**src/rtl/paddle_key_controller.sv**
```systemverilog
// Paddle key controller: turns the four raw board keys into a horizontal
// paddle position that moves at most once per video frame.
//
//   state      | meaning
//   -----------+--------------------------------------------------------
//   IDLE       | no direction key held, or both held; position holds
//   MOVE_LEFT  | left held alone; position steps down once per frame
//   MOVE_RIGHT | right held alone; position steps up once per frame
//
// Timing: vsync is synchronised and edge-detected into a one-cycle tick.
// The debounced keys update on the tick cycle. All control (pause, centre,
// FSM, movement, acceleration) acts one cycle later on the registered tick,
// so it always sees the freshly debounced keys.
module paddle_key_controller #(
    parameter int POS_WIDTH       = 8,
    parameter int POS_MIN         = 0,
    parameter int POS_MAX         = 224,
    parameter int POS_INIT        = 112,
    parameter int SPEED_WIDTH     = 3,
    parameter int SPEED_MIN       = 1,
    parameter int SPEED_MAX       = 4,
    parameter int ACCEL_FRAMES    = 8,
    parameter int DEBOUNCE_FRAMES = 2
) (
    input  logic                   clk_i,
    input  logic                   reset_ni,
    input  logic [3:0]             keys_i,
    input  logic                   vsync_i,
    output logic [POS_WIDTH-1:0]   hpaddle_o,
    output logic [SPEED_WIDTH-1:0] speed_o,
    output logic                   moving_o,
    output logic                   paused_o
);

    localparam int DB_W   = (DEBOUNCE_FRAMES > 1) ? $clog2(DEBOUNCE_FRAMES + 1) : 1;
    localparam int HOLD_W = (ACCEL_FRAMES > 1) ? $clog2(ACCEL_FRAMES) : 1;
    localparam int PW1    = POS_WIDTH + 1;

    localparam logic [POS_WIDTH-1:0]   P_MIN   = POS_WIDTH'(POS_MIN);
    localparam logic [POS_WIDTH-1:0]   P_MAX   = POS_WIDTH'(POS_MAX);
    localparam logic [POS_WIDTH-1:0]   P_INIT  = POS_WIDTH'(POS_INIT);
    localparam logic [SPEED_WIDTH-1:0] S_MIN   = SPEED_WIDTH'(SPEED_MIN);
    localparam logic [SPEED_WIDTH-1:0] S_MAX   = SPEED_WIDTH'(SPEED_MAX);
    localparam logic [HOLD_W-1:0]      H_LAST  = HOLD_W'(ACCEL_FRAMES - 1);
    localparam logic [DB_W-1:0]        DB_LAST = DB_W'(DEBOUNCE_FRAMES - 1);

    typedef enum logic [1:0] {
        IDLE       = 2'd0,
        MOVE_LEFT  = 2'd1,
        MOVE_RIGHT = 2'd2
    } state_t;

    // Synchronisers and frame-edge detect
    logic [3:0] keys_s1_q, keys_s2_q;
    logic       vs_s1_q, vs_s2_q, vs_prev_q;
    logic       tick;
    logic       tick_q;

    // Debounce
    logic [3:0]      deb_q, deb_d;
    logic [DB_W-1:0] db_cnt_q [4];
    logic [DB_W-1:0] db_cnt_d [4];

    // Control
    state_t                 state_q, state_d;
    logic [POS_WIDTH-1:0]   pos_q, pos_d;
    logic [SPEED_WIDTH-1:0] speed_q, speed_d;
    logic [HOLD_W-1:0]      hold_q, hold_d;
    logic                   paused_q, paused_d;
    logic                   moving_q, moving_d;
    logic [3:0]             deb_prev_q, deb_prev_d;

    logic                   key_l, key_r;
    logic                   pause_rise, centre_rise;
    logic                   reversal;
    logic [SPEED_WIDTH-1:0] step;
    logic [PW1-1:0]         pos_ext, step_ext, sum_ext;

    assign tick        = vs_s2_q & ~vs_prev_q;
    assign key_l       = deb_q[0] & ~deb_q[1];
    assign key_r       = deb_q[1] & ~deb_q[0];
    assign pause_rise  = deb_q[3] & ~deb_prev_q[3];
    assign centre_rise = deb_q[2] & ~deb_prev_q[2];

    // Synchronise keys and vsync into this clock domain; register the tick
    always_ff @(posedge clk_i or negedge reset_ni) begin
        if (!reset_ni) begin
            keys_s1_q <= '0;
            keys_s2_q <= '0;
            vs_s1_q   <= 1'b0;
            vs_s2_q   <= 1'b0;
            vs_prev_q <= 1'b0;
            tick_q    <= 1'b0;
        end else begin
            keys_s1_q <= keys_i;
            keys_s2_q <= keys_s1_q;
            vs_s1_q   <= vsync_i;
            vs_s2_q   <= vs_s1_q;
            vs_prev_q <= vs_s2_q;
            tick_q    <= tick;
        end
    end

    // Per-key frame-rate debounce: flip only after enough consecutive differing samples
    always_comb begin
        deb_d = deb_q;
        for (int i = 0; i < 4; i++) begin
            db_cnt_d[i] = db_cnt_q[i];
            if (tick) begin
                if (keys_s2_q[i] == deb_q[i]) begin
                    db_cnt_d[i] = '0;
                end else if (db_cnt_q[i] == DB_LAST) begin
                    deb_d[i]    = ~deb_q[i];
                    db_cnt_d[i] = '0;
                end else begin
                    db_cnt_d[i] = db_cnt_q[i] + DB_W'(1);
                end
            end
        end
    end

    // Debounce state registers
    always_ff @(posedge clk_i or negedge reset_ni) begin
        if (!reset_ni) begin
            deb_q <= '0;
            for (int i = 0; i < 4; i++) db_cnt_q[i] <= '0;
        end else begin
            deb_q <= deb_d;
            for (int i = 0; i < 4; i++) db_cnt_q[i] <= db_cnt_d[i];
        end
    end

    // Next-state, movement, clamping and acceleration, evaluated on the registered tick
    always_comb begin
        state_d    = state_q;
        pos_d      = pos_q;
        speed_d    = speed_q;
        hold_d     = hold_q;
        paused_d   = paused_q;
        deb_prev_d = deb_prev_q;
        reversal   = 1'b0;
        step       = speed_q;
        pos_ext    = '0;
        step_ext   = '0;
        sum_ext    = '0;

        if (tick_q) begin
            deb_prev_d = deb_q;
            if (pause_rise) paused_d = ~paused_q;

            if (pause_rise && !paused_q) begin
                state_d = IDLE;
                speed_d = S_MIN;
                hold_d  = '0;
            end else if (!paused_d) begin
                if (centre_rise) begin
                    pos_d   = P_INIT;
                    state_d = IDLE;
                    speed_d = S_MIN;
                    hold_d  = '0;
                end else begin
                    case (state_q)
                        IDLE:       state_d = key_l ? MOVE_LEFT : (key_r ? MOVE_RIGHT : IDLE);
                        MOVE_LEFT:  state_d = key_l ? MOVE_LEFT : (key_r ? MOVE_RIGHT : IDLE);
                        MOVE_RIGHT: state_d = key_r ? MOVE_RIGHT : (key_l ? MOVE_LEFT : IDLE);
                        default:    state_d = IDLE;
                    endcase

                    // A reversal restarts from the minimum step on this very tick
                    reversal = (state_q != IDLE) && (state_d != IDLE) && (state_d != state_q);
                    step     = reversal ? S_MIN : speed_q;

                    pos_ext                    = {1'b0, pos_q};
                    step_ext[SPEED_WIDTH-1:0]  = step;

                    if (state_d == MOVE_LEFT) begin
                        if (pos_ext < step_ext + PW1'(POS_MIN)) pos_d = P_MIN;
                        else                                    pos_d = pos_q - POS_WIDTH'(step);
                    end else if (state_d == MOVE_RIGHT) begin
                        sum_ext = pos_ext + step_ext;
                        if (sum_ext > PW1'(POS_MAX)) pos_d = P_MAX;
                        else                         pos_d = sum_ext[POS_WIDTH-1:0];
                    end

                    if (state_d == IDLE || reversal) begin
                        speed_d = S_MIN;
                        hold_d  = '0;
                    end else if (hold_q == H_LAST) begin
                        speed_d = (speed_q >= S_MAX) ? S_MAX : speed_q + SPEED_WIDTH'(1);
                        hold_d  = '0;
                    end else begin
                        hold_d  = hold_q + HOLD_W'(1);
                    end
                end
            end
        end

        moving_d = (state_d != IDLE);
    end

    // Control state registers
    always_ff @(posedge clk_i or negedge reset_ni) begin
        if (!reset_ni) begin
            state_q    <= IDLE;
            pos_q      <= P_INIT;
            speed_q    <= S_MIN;
            hold_q     <= '0;
            paused_q   <= 1'b0;
            moving_q   <= 1'b0;
            deb_prev_q <= '0;
        end else begin
            state_q    <= state_d;
            pos_q      <= pos_d;
            speed_q    <= speed_d;
            hold_q     <= hold_d;
            paused_q   <= paused_d;
            moving_q   <= moving_d;
            deb_prev_q <= deb_prev_d;
        end
    end

    assign hpaddle_o = pos_q;
    assign speed_o   = speed_q;
    assign moving_o  = moving_q;
    assign paused_o  = paused_q;

endmodule

```
**config.mk**
```make
export PLATFORM = sky130hd
export DESIGN_NAME = paddle_key_controller
export DESIGN_NICKNAME = d
export VERILOG_FILES = /design/src/rtl/paddle_key_controller.sv
export SDC_FILE = /design/constraint.sdc
export NUM_CORES = 1
export LEC_CHECK = 0
export BUFFER_PORTS_ARGS = -buffer_cell sky130_fd_sc_hd__buf_2
export CORE_UTILIZATION = 25
export DETAILED_ROUTE_END_ITERATION = 10
export PLACE_DENSITY = 0.52
export SYNTH_ARGS = -nofsm -noshare
export SYNTH_HDL_FRONTEND = slang
export SYNTH_SLANG_ARGS = --single-unit
```
**constraint.sdc**
```tcl
create_clock -name clk_i -period 3.2 [get_ports clk_i]
set_clock_uncertainty 0.15 [all_clocks]
set_input_delay 0.64 -clock clk_i [delete_from_list [all_inputs] [get_ports clk_i]]
set_output_delay 0.64 -clock clk_i [all_outputs]
set_load 0.02 [all_outputs]
```
==> impl_metrics.tcl, run 1 <==
set metrics [dict create \
    timing.final.crit_share_pct 97.3 \
    gr-total-overflow 0 \
    worst_slew_pin_slew_ns 0.962 \
    seq_area_frac_synth_pct 45.5 \
    holdWs_ns 0.201 \
    crit_fanout 5 \
    final.fill_count 942 \
    die-height_um 101 \
    final_hold_viol_count 0 \
    async_flop_share_pct 100 \
    drive_gt1_share_pct 31.5 \
    postRouteAntennaNets 0 \
    fmax_mhz 321 \
    layout_common_cells "dfrtp_1 (40), buf_2 (19), nand2_1 (18)" \
    crit_arrival_ns 3.18 \
    crit_type "reg -> reg" \
    worstSkewPairLatency_ns 0.29 \
    die_w_um 101 \
    synthesis.instances 238 \
    dpl.hpwl_um 3500 \
    ioPinCount 20 \
    status "finished clean" \
    grt_pass1_vias 1709 \
    synthToLayoutAreaGrowth_pct 23.5 \
    power_density_nw_per_um2 815 \
    ir_worst_vdd_mv 0.293 \
    power.total_uw 2450 \
    max_stage_delay_ns 0.39 \
    wl_per_cell_um 12.0 \
    cts_tree "yes" \
    final_max_slew_viol_count 0 \
    holdPathStages 0 \
    regArea_um2 1110 \
    end_kind "flop" \
    htree_levels 2 \
    syn_avg_cell_area_um2 10.2 \
    grt_pass1_wl_um 8050 \
    synth_edf_count 0 \
    drc 0 \
    clock-sinks 44 \
    crit_top_cell "a31oi_4" \
    holdCritStartpoint "keys_s1_q[1]" \
    core_area_um2 9330 \
    std_cell_rows 35 \
    syn_nets 259 \
    port_buffers 19 \
    layout_commonest_cell "dfrtp_1" \
    cp-start-kind "flop" \
    r2r-end "hpaddle_o[6]" \
    final_nets 293 \
    grt_max_degree 45 \
    drt_iter0_drc 56 \
    hold_class "reg -> reg" \
    r2r_start "deb_q[1]" \
    drt-pass1-iter-count 4 \
    ff2ff_setup_slack_ns 0.09 \
    p_leak_uw 0.00133 \
    crit_chain "nor2b_4, nor3b_4, a31oi_4, nand2_2, ha_2, inv_1, fa_2, buf_4, xnor2_1, and3_1, o31ai_1, a31oi_4, o22ai_4, and2_4, o32a_1" \
    clock_path_buffers 2 \
    holdBufCountCts 0 \
    initial_core_util_pct 26.1 \
    synth-seq-cells 44 \
    syn_area_um2 2430 \
    fin_crit_ns 3.11 \
    vias 1787 \
    drt-total-wl_um 4820 \
    gp_congestion 0.811 \
    synth.yosys.warnings 0 \
    finalSetupViolCount 0 \
    synth-main-ff-cell "dfrtp_1" \
    cap_violations 0 \
    critPathSlowestCell "dfrtp_1" \
    min_to "keys_s2_q[1]" \
    antenna_found_initial 0 \
    die_area_um2 10100 \
    clkSlewWorstSetupHoldPaths_ns 0.08 \
    grt.total_usage_pct 9.90 \
    via_per_inst 4.45 \
    critPathRequiredTime_ns 3.27 \
    slew_headroom_pct 35.9 \
    root_buffer "clkbuf_8" \
    multi_input_area_um2 1330 \
    reg2reg_depth 15 \
    cts_buffers 5 \
    rsz0062_at_grt "yes" \
    antennaDiodeCount 0 \
    synth.distinct_cells 55 \
]
[area by class of cell]
type | count | share of cell area [%]
repair buffers | 36 | 7.54
multi-input cells | 170 | 44.3
clock buffers | 6 | 2.75
well taps | 129 | 5.38
flip-flops and latches | 44 | 36.8
clock inverters | 2 | 1.29
inverters | 15 | 1.88
[timing repair]
item	CTS	global route
pin swaps	0	11
endpoints found under the hold margin	0	0
setup endpoints to repair	7	8
setup buffers	0	6
gates resized for setup	7	20
[registers in the layout, indices dropped and copies added (netlist names)]
signal	cells
vs_s1_q	1
speed_o	3
paused_o	1
hold_q	3
deb_q	4
hpaddle_o	8
state_q	2
moving_o	1
db_cnt_q	8
keys_s2_q	4
vs_prev_q	1
vs_s2_q	1
keys_s1_q	4
tick_q	1
deb_prev_q	2
[worst max-delay path: cells and delay by family, from the launching register on]
kind	cells	cell delay, ns
AND/OR/NAND/NOR	5	0.84
AO/OA/AOI/OAI	5	0.83
adder cells (fa/ha/maj)	2	0.51
flip-flops	1	0.39
buffers and inverters	2	0.21
XOR/XNOR	1	0.12
[kinds of logic after synthesis]
logic type	synth area share (%)
AND/OR/NAND/NOR	18.4
AO/OA/AOI/OAI	15.0
flip-flops	45.5
buffers and inverters	4.53
multiplexers	6.28
adder cells (fa/ha/maj)	7.82
XOR/XNOR	2.52
[metal layers]
| layer | wire (µm) | global-route usage (%) |
|---|---|---|
| met1 | 2360 | 13.8 |
| met5 | 0 | 0 |
| met3 | 170 | 2.29 |
| met2 | 2240 | 15.4 |
| met4 | 42 | 2.68 |
[worst max path at each step]
stage	to	slack (ns)	depth (start not counted)	start
2_1_floorplan	hpaddle_o[0]	0.13	13	deb_q[1]
3_3_place_gp	hpaddle_o[5]	-0.15	12	deb_q[1]
3_5_place_dp	hpaddle_o[5]	-0.21	12	deb_q[1]
4_1_cts	hpaddle_o[5]	0.02	15	deb_q[0]
5_1_grt	hpaddle_o[6]	-0.06	15	deb_q[1]
6_report	hpaddle_o[6]	0.09	15	deb_q[1]
[where the power goes]
group	internal, µW	switching [µW]	leakage (µW)
registers	715	180	0.000548
clock network	255	186	0.0000614
logic	521	590	0.000724
[cell usage after synthesis, types with 2 or more instances]
library cell   n  share of area (%)
dfrtp_1       40                 41
nand2_1       21                3.2
nor2_1        16                2.5
inv_1         15                2.3
ha_1          12                6.2
a21oi_1       11                2.3
mux2_2        10                4.6
o21ai_0       10                2.1
nand2b_1       9                2.3
nand3_1        8                1.6
nor2b_1        5                1.3
nor3b_1        5                1.5
o21a_1         5                1.5
xnor2_1        5                1.8
buf_2          4               0.82
dfstp_2        4                4.3
mux2i_1        4                1.6
a21o_1         3               0.93
a31oi_1        3               0.77
and3_1         3               0.77
o22ai_1        3               0.77
buf_4          2               0.62
clkbuf_1       2               0.31
fa_1           2                1.6
nand4_1        2               0.51
nand4b_1       2               0.72
nor3_1         2               0.41
o32a_1         2               0.82
xor2_1         2               0.72
[metrics by stage]
step	worst slack (ns)	instances	TNS, ns	utilization, %	cell area [µm²]
final	0.0865	402	0	32.2	3000
after global routing	-0.0569	402	-0.250	32.2	3000
after CTS	0.0191	396	0	30.8	2870
after detailed placement	-0.211	388	-0.725	29.1	2720
after global placement	-0.152	388	-0.261	29.1	2720
after floorplan	0.135	238	0	-	2430
No activity file was read; power rests on OpenSTA's default activity.
==> run 2: changes to the inputs <==
--- a/config.mk
+++ b/config.mk
@@ -5,10 +5,11 @@
 export SDC_FILE = /design/constraint.sdc
 export NUM_CORES = 1
 export LEC_CHECK = 0
-export BUFFER_PORTS_ARGS = -buffer_cell sky130_fd_sc_hd__buf_2
+export CORE_MARGIN = 2
 export CORE_UTILIZATION = 25
 export DETAILED_ROUTE_END_ITERATION = 10
-export PLACE_DENSITY = 0.52
+export DONT_BUFFER_PORTS = 1
+export PLACE_DENSITY = 0.51
 export SYNTH_ARGS = -nofsm -noshare
 export SYNTH_HDL_FRONTEND = slang
 export SYNTH_SLANG_ARGS = --single-unit
==> constraint.sdc (replaced) <==
create_clock -name clk_i -period 3.2 [get_ports clk_i]
set_clock_uncertainty 0.15 [all_clocks]
set_input_delay 0.64 -clock clk_i [delete_from_list [all_inputs] [get_ports clk_i]]
set_output_delay 0.64 -clock clk_i [all_outputs]
set_load 0.05 [all_outputs]
==> impl_metrics.tcl, run 2 (synthesized netlist as in run 1, its figures left out) <==
set metrics [dict create \
    status "finished clean" \
    ff2ff_setup_slack_ns 0.02 \
    grt_pass1_wl_um 8410 \
    drive_gt1_share_pct 27.7 \
    std_cell_rows 35 \
    grt.total_usage_pct 10.1 \
    vias 1799 \
    crit_type "reg -> reg" \
    finalInstanceArea_um2 2980 \
    critPathSlowestCell "or4b_1" \
    drt_iter0_drc 114 \
    layout_common_cells "dfrtp_1 (40), buf_4 (26), nand2_1 (20)" \
    fmax_mhz 314 \
    wirelength_met1_um 2350 \
    power_density_nw_per_um2 861 \
    ioPinCount 20 \
    slew_headroom_pct 50.6 \
    finalSetupViolCount 0 \
    wl_per_cell_um 13.0 \
    end_kind "flop" \
    timing.final.crit_share_pct 99.4 \
    clock-sinks 44 \
    wl_met3_um 268 \
    final_max_slew_viol_count 0 \
    die-height_um 103 \
    ir_worst_vdd_mv 0.430 \
    worst_slew_pin_slew_ns 0.740 \
    r2r-end "hpaddle_o[1]" \
    die_area_um2 10500 \
    crit_fanout 5 \
    fin_tns_setup_ns 0 \
    worstSkewPairLatency_ns 0.30 \
    fin_crit_ns 3.18 \
    crit_family "simple AND/OR/NAND/NOR gates" \
    reg2reg_depth 13 \
    fin_ws_ns 0.0198 \
    crit_chain "nor2b_4, nor3b_4, a31oi_4, nand2_2, ha_4, inv_2, fa_2, or4b_1, mux2i_1, a41oi_2, o22ai_4, o21a_2, o22ai_1" \
    gp_congestion 0.846 \
    core_area_um2 9330 \
    cp.depth 13 \
    critPathRequiredTime_ns 3.21 \
    clkSlewWorstSetupHoldPaths_ns 0.08 \
    final_nets 284 \
    r2r_start "deb_q[1]" \
    met2_length_um 2450 \
    crit_arrival_ns 3.19 \
    max_stage_delay_ns 0.51 \
    dp.cells 378 \
    placed_area_um2 2690 \
    initial_core_util_pct 26.1 \
    die_w_um 103 \
    cts_buffers 5 \
    place_ws_ns -0.116 \
    hold_class "in -> async" \
    layout_commonest_cell "dfrtp_1" \
    fin_cells 393 \
    htree_levels 2 \
    postRouteAntennaNets 0 \
    critPathBufInv 1 \
    top_layer "met4" \
    clock_path_buffers 2 \
    drt-total-wl_um 5110 \
    antenna_found_initial 0 \
    cp-endpoint "hpaddle_o[1]" \
    drc 0 \
    grt_max_degree 41 \
    synthToLayoutAreaGrowth_pct 22.3 \
    rsz0062_at_grt "yes" \
    cts_tree "yes" \
    dpl.hpwl_um 3500 \
    startpoint "deb_q[1]" \
    port_buffers 0 \
    cp-start-kind "flop" \
    p_leak_uw 0.00131 \
    antennaDiodeCount 0 \
    grt_pass1_vias 1753 \
    drt-pass1-iter-count 4 \
    post-route-util_pct 31.9 \
    gr-total-overflow 0 \
    via_per_inst 4.58 \
    final_hold_viol_count 0 \
    cap_violations 0 \
    root_buffer "clkbuf_8" \
]
## run 2: how the worst min path moves through the flow
stage,startpoint,endpoint,slack [ns],cells after the start
6_report,reset_ni,keys_s1_q[3],0.02,1
5_1_grt,reset_ni,speed_o[0],0.002,0
4_1_cts,reset_ni,speed_o[0],0.02,0
3_5_place_dp,keys_s1_q[3],keys_s2_q[3],0.19,0
3_3_place_gp,keys_s1_q[3],keys_s2_q[3],0.18,0
2_1_floorplan,keys_s1_q[0],keys_s2_q[0],0.18,0
## run 2: worst register-to-register path, delay by kind of cell (launching register included)
kind / cells / cell delay [ns]
simple gates: 4 / 1.01
compound gates: 5 / 0.73
fa+ha+maj: 2 / 0.54
flops: 1 / 0.39
mux: 1 / 0.18
buf+inv: 1 / 0.04
## run 2: cell type report
cell class / instances / area [µm²]
tap: 129 / 161
timing repair buffer: 27 / 215
clock buffer: 6 / 82.6
inverter: 15 / 56.3
clock inverter: 2 / 38.8
multi-input combinational: 170 / 1320
sequential: 44 / 1110
fill: 940 / 6350
## run 2: what timing repair did
action / CTS / global route
buffers inserted: 0 / 6
resized for setup: 5 / 15
setup endpoints to repair: 8 / 8
hold buffers: 1 / 0
pin swaps: 1 / 7
hold endpoints to repair: 40 / 0
## run 2: per-stage QoR
| step | hold WS, ns | power (µW) |
|---|---|---|
| floorplan | 0.181 | 1710 |
| finish | 0.0186 | 2560 |
| detailed placement | 0.186 | 1980 |
| CTS | 0.0163 | 2480 |
| global route | 0.00214 | 2750 |
| global placement | 0.183 | 1970 |
## run 2: power breakdown
group          switching (µW)  internal [µW]  total (µW)
clock                     193            255         449
sequential                264            714         978
combinational             609            524        1130
## run 2: layer usage
layer | vias up | GRT usage, %
li1 | 887 | -
met1 | 875 | 13.1
met2 | 30 | 16.4
met3 | 7 | 3.39
met4 | 0 | 2.15
met5 | - | 0
==> run 3: changes to the inputs <==
--- a/config.mk
+++ b/config.mk
@@ -5,6 +5,7 @@
 export SDC_FILE = /design/constraint.sdc
 export NUM_CORES = 1
 export LEC_CHECK = 0
+export ABC_AREA = 1
 export CORE_MARGIN = 2
 export CORE_UTILIZATION = 25
 export DETAILED_ROUTE_END_ITERATION = 10
==> impl_metrics.tcl, run 3 <==
set metrics [dict create \
    timing.final.crit_share_pct 88.1 \
    fmax_mhz 355 \
    synth.largest_area_cell "dfrtp_1" \
    postRouteAntennaNets 0 \
    dpl.hpwl_um 3650 \
    wl_met3_um 287 \
    grt.total_usage_pct 9.99 \
    die-height_um 104 \
    synthMostInstantiatedCell "nand2_1" \
    std_cell_rows 36 \
    core_area_um2 9680 \
    syn_avg_cell_area_um2 8.17 \
    synth_top_area_share_pct 40.4 \
    placed_area_um2 2650 \
    clock_path_buffers 2 \
    cts-resized-gates 0 \
    cp-start-kind "flop" \
    top_layer "met4" \
    antennaDiodeCount 0 \
    finalInstanceArea_um2 2790 \
    grt_pass1_vias 1914 \
    layout_common_cells "nand2_1 (66), inv_1 (48), dfrtp_1 (40)" \
    holdBufCountCts 1 \
    reg2reg_depth 17 \
    drive_gt1_share_pct 14.3 \
    die_area_um2 10700 \
    finalSetupViolCount 0 \
    drt_iter0_drc 107 \
    status "finished clean" \
    gr-total-overflow 0 \
    p_leak_uw 0.00141 \
    cap_violations 0 \
    crit_arrival_ns 2.86 \
    fin_tns_setup_ns 0 \
    final_max_slew_viol_count 0 \
    slew_headroom_pct 52.9 \
    synthToLayoutAreaGrowth_pct 12.8 \
    post-cts-setup-buffers 0 \
    critPathRequiredTime_ns 3.24 \
    place_ws_ns 0.378 \
    cts_buffers 5 \
    antenna_found_initial 0 \
    cts_tree "yes" \
    synth.distinct_cells 37 \
    htree_levels 2 \
    final_nets 334 \
    fin_crit_ns 2.82 \
    internal_power_uw 1300 \
    drc 0 \
    seq_area_frac_synth_pct 44.7 \
    swShare_pct 46.5 \
    combPwrFrac_pct 41.5 \
    met2_length_um 2250 \
    async_flop_share_pct 100 \
    ir_worst_vdd_mv 0.272 \
    vias 1864 \
    r2r_start "deb_q[0]" \
    layout_commonest_cell "nand2_1" \
    clkPwrFrac_pct 18.5 \
    synth.yosys.warnings 0 \
    drt-pass1-iter-count 4 \
    root_buffer "clkbuf_8" \
    end_kind "flop" \
    synth_edf_count 0 \
    synthesis.instances 303 \
    syn_nets 324 \
    drt-total-wl_um 4990 \
    syn_area_um2 2480 \
    ioPinCount 20 \
    die_w_um 104 \
    grt_pass1_wl_um 8800 \
    synth-main-ff-cell "dfrtp_1" \
    p_sw_uw 1130 \
    power_density_nw_per_um2 869 \
    clock-sinks 44 \
    port_buffers 0 \
    clkSlewWorstSetupHoldPaths_ns 0.09 \
    worstSkewPairLatency_ns 0.29 \
    initial_core_util_pct 25.6 \
    hold_class "in -> async" \
    wl_per_cell_um 11.2 \
    pwr-share-seq_pct 40.0 \
    wirelength_met1_um 2400 \
    grt_max_degree 41 \
    crit_fanout 4 \
    rsz0062_at_grt "no" \
    startpoint "deb_q[0]" \
    synth-seq-cells 44 \
    ys_top_cells_by_count "nand2_1 (66), inv_1 (48), dfrtp_1 (40), nor2_1 (33), nand3_1 (18)" \
    crit_type "reg -> reg" \
    holdWs_ns 0.0215 \
    via_per_inst 4.17 \
    final_hold_viol_count 0 \
    final.fill_count 1037 \
    worst_slew_pin_slew_ns 0.703 \
    synth.top_cells.by_area "dfrtp_1 (40%), nand2_1 (10%), inv_1 (7.3%)" \
    gp_congestion 0.828 \
    fin_ws_ns 0.382 \
]
run 3: metrics by stage:
| stage | power [µW] | utilization (%) | std cells |
|---|---|---|---|
| CTS | 2460 | 28.9 | 447 |
| floorplan | 1760 | - | 303 |
| global route | 2650 | 28.9 | 447 |
| global placement | 1970 | 27.4 | 438 |
| detailed placement | 1980 | 27.4 | 438 |
| finish | 2430 | 28.9 | 447 |
run 3: final cells by class:
cell class                      count  area [µm²]  area share, %
Clock inverter                      2        38.8           1.39
Multi-Input combinational cell    200        1130           40.3
Timing Repair Buffer                7        65.1           2.33
Inverter                           55         208           7.43
Tap cell                          133         166           5.96
Clock buffer                        6        82.6           2.96
Sequential cell                    44        1110           39.6
run 3: critical path, stage by stage (launching register included):
cell and delay (ns):
dfrtp_1 0.42, inv_1 0.11, nand3_2 0.10, o22ai_2 0.20
or2_2 0.17, ha_1 0.17, inv_1 0.06, fa_1 0.44
o21ai_2 0.20, nand3_1 0.13, nand2_1 0.09, nand2_1 0.07
inv_1 0.07, nand3_2 0.08, nand2_2 0.07, nand2_2 0.07
nand2_1 0.07, nand2_1 0.05
run 3: worst paths after layout:
check	to	slack [ns]
min reg2reg	keys_s2_q[0]	0.20
min	keys_s1_q[2]	0.02
min in group clk_i	keys_s2_q[0]	0.20
max	hpaddle_o[3]	0.38
max in group asynchronous	state_q[0]	2.66
max reg2reg	hpaddle_o[3]	0.38
run 3: power by group through the flow:
stage	Combinational, µW	Sequential [µW]	Clock (µW)
floorplan	755	1010	0
global placement	989	980	0
detailed placement	991	984	0
CTS	1020	972	469
global route	1170	994	488
finish	1010	970	448
run 3: cells by family (layout without fill, tap and decap cells):
family / Yosys count / after routing / synth area share, %
simple gates: 143 / 143 / 26.6
buf+inv: 59 / 70 / 9.80
flops: 44 / 44 / 44.7
compound gates: 34 / 34 / 7.93
fa+ha+maj: 14 / 14 / 7.68
xor+xnor: 7 / 7 / 2.48
mux: 2 / 2 / 0.809
run 3: layer usage:
metal | up-vias | global-route usage, %
met1 | 858 | 13.2
met4 | 0 | 2.90
li1 | 965 | -
met3 | 4 | 3.27
met2 | 37 | 15.7
met5 | - | 0
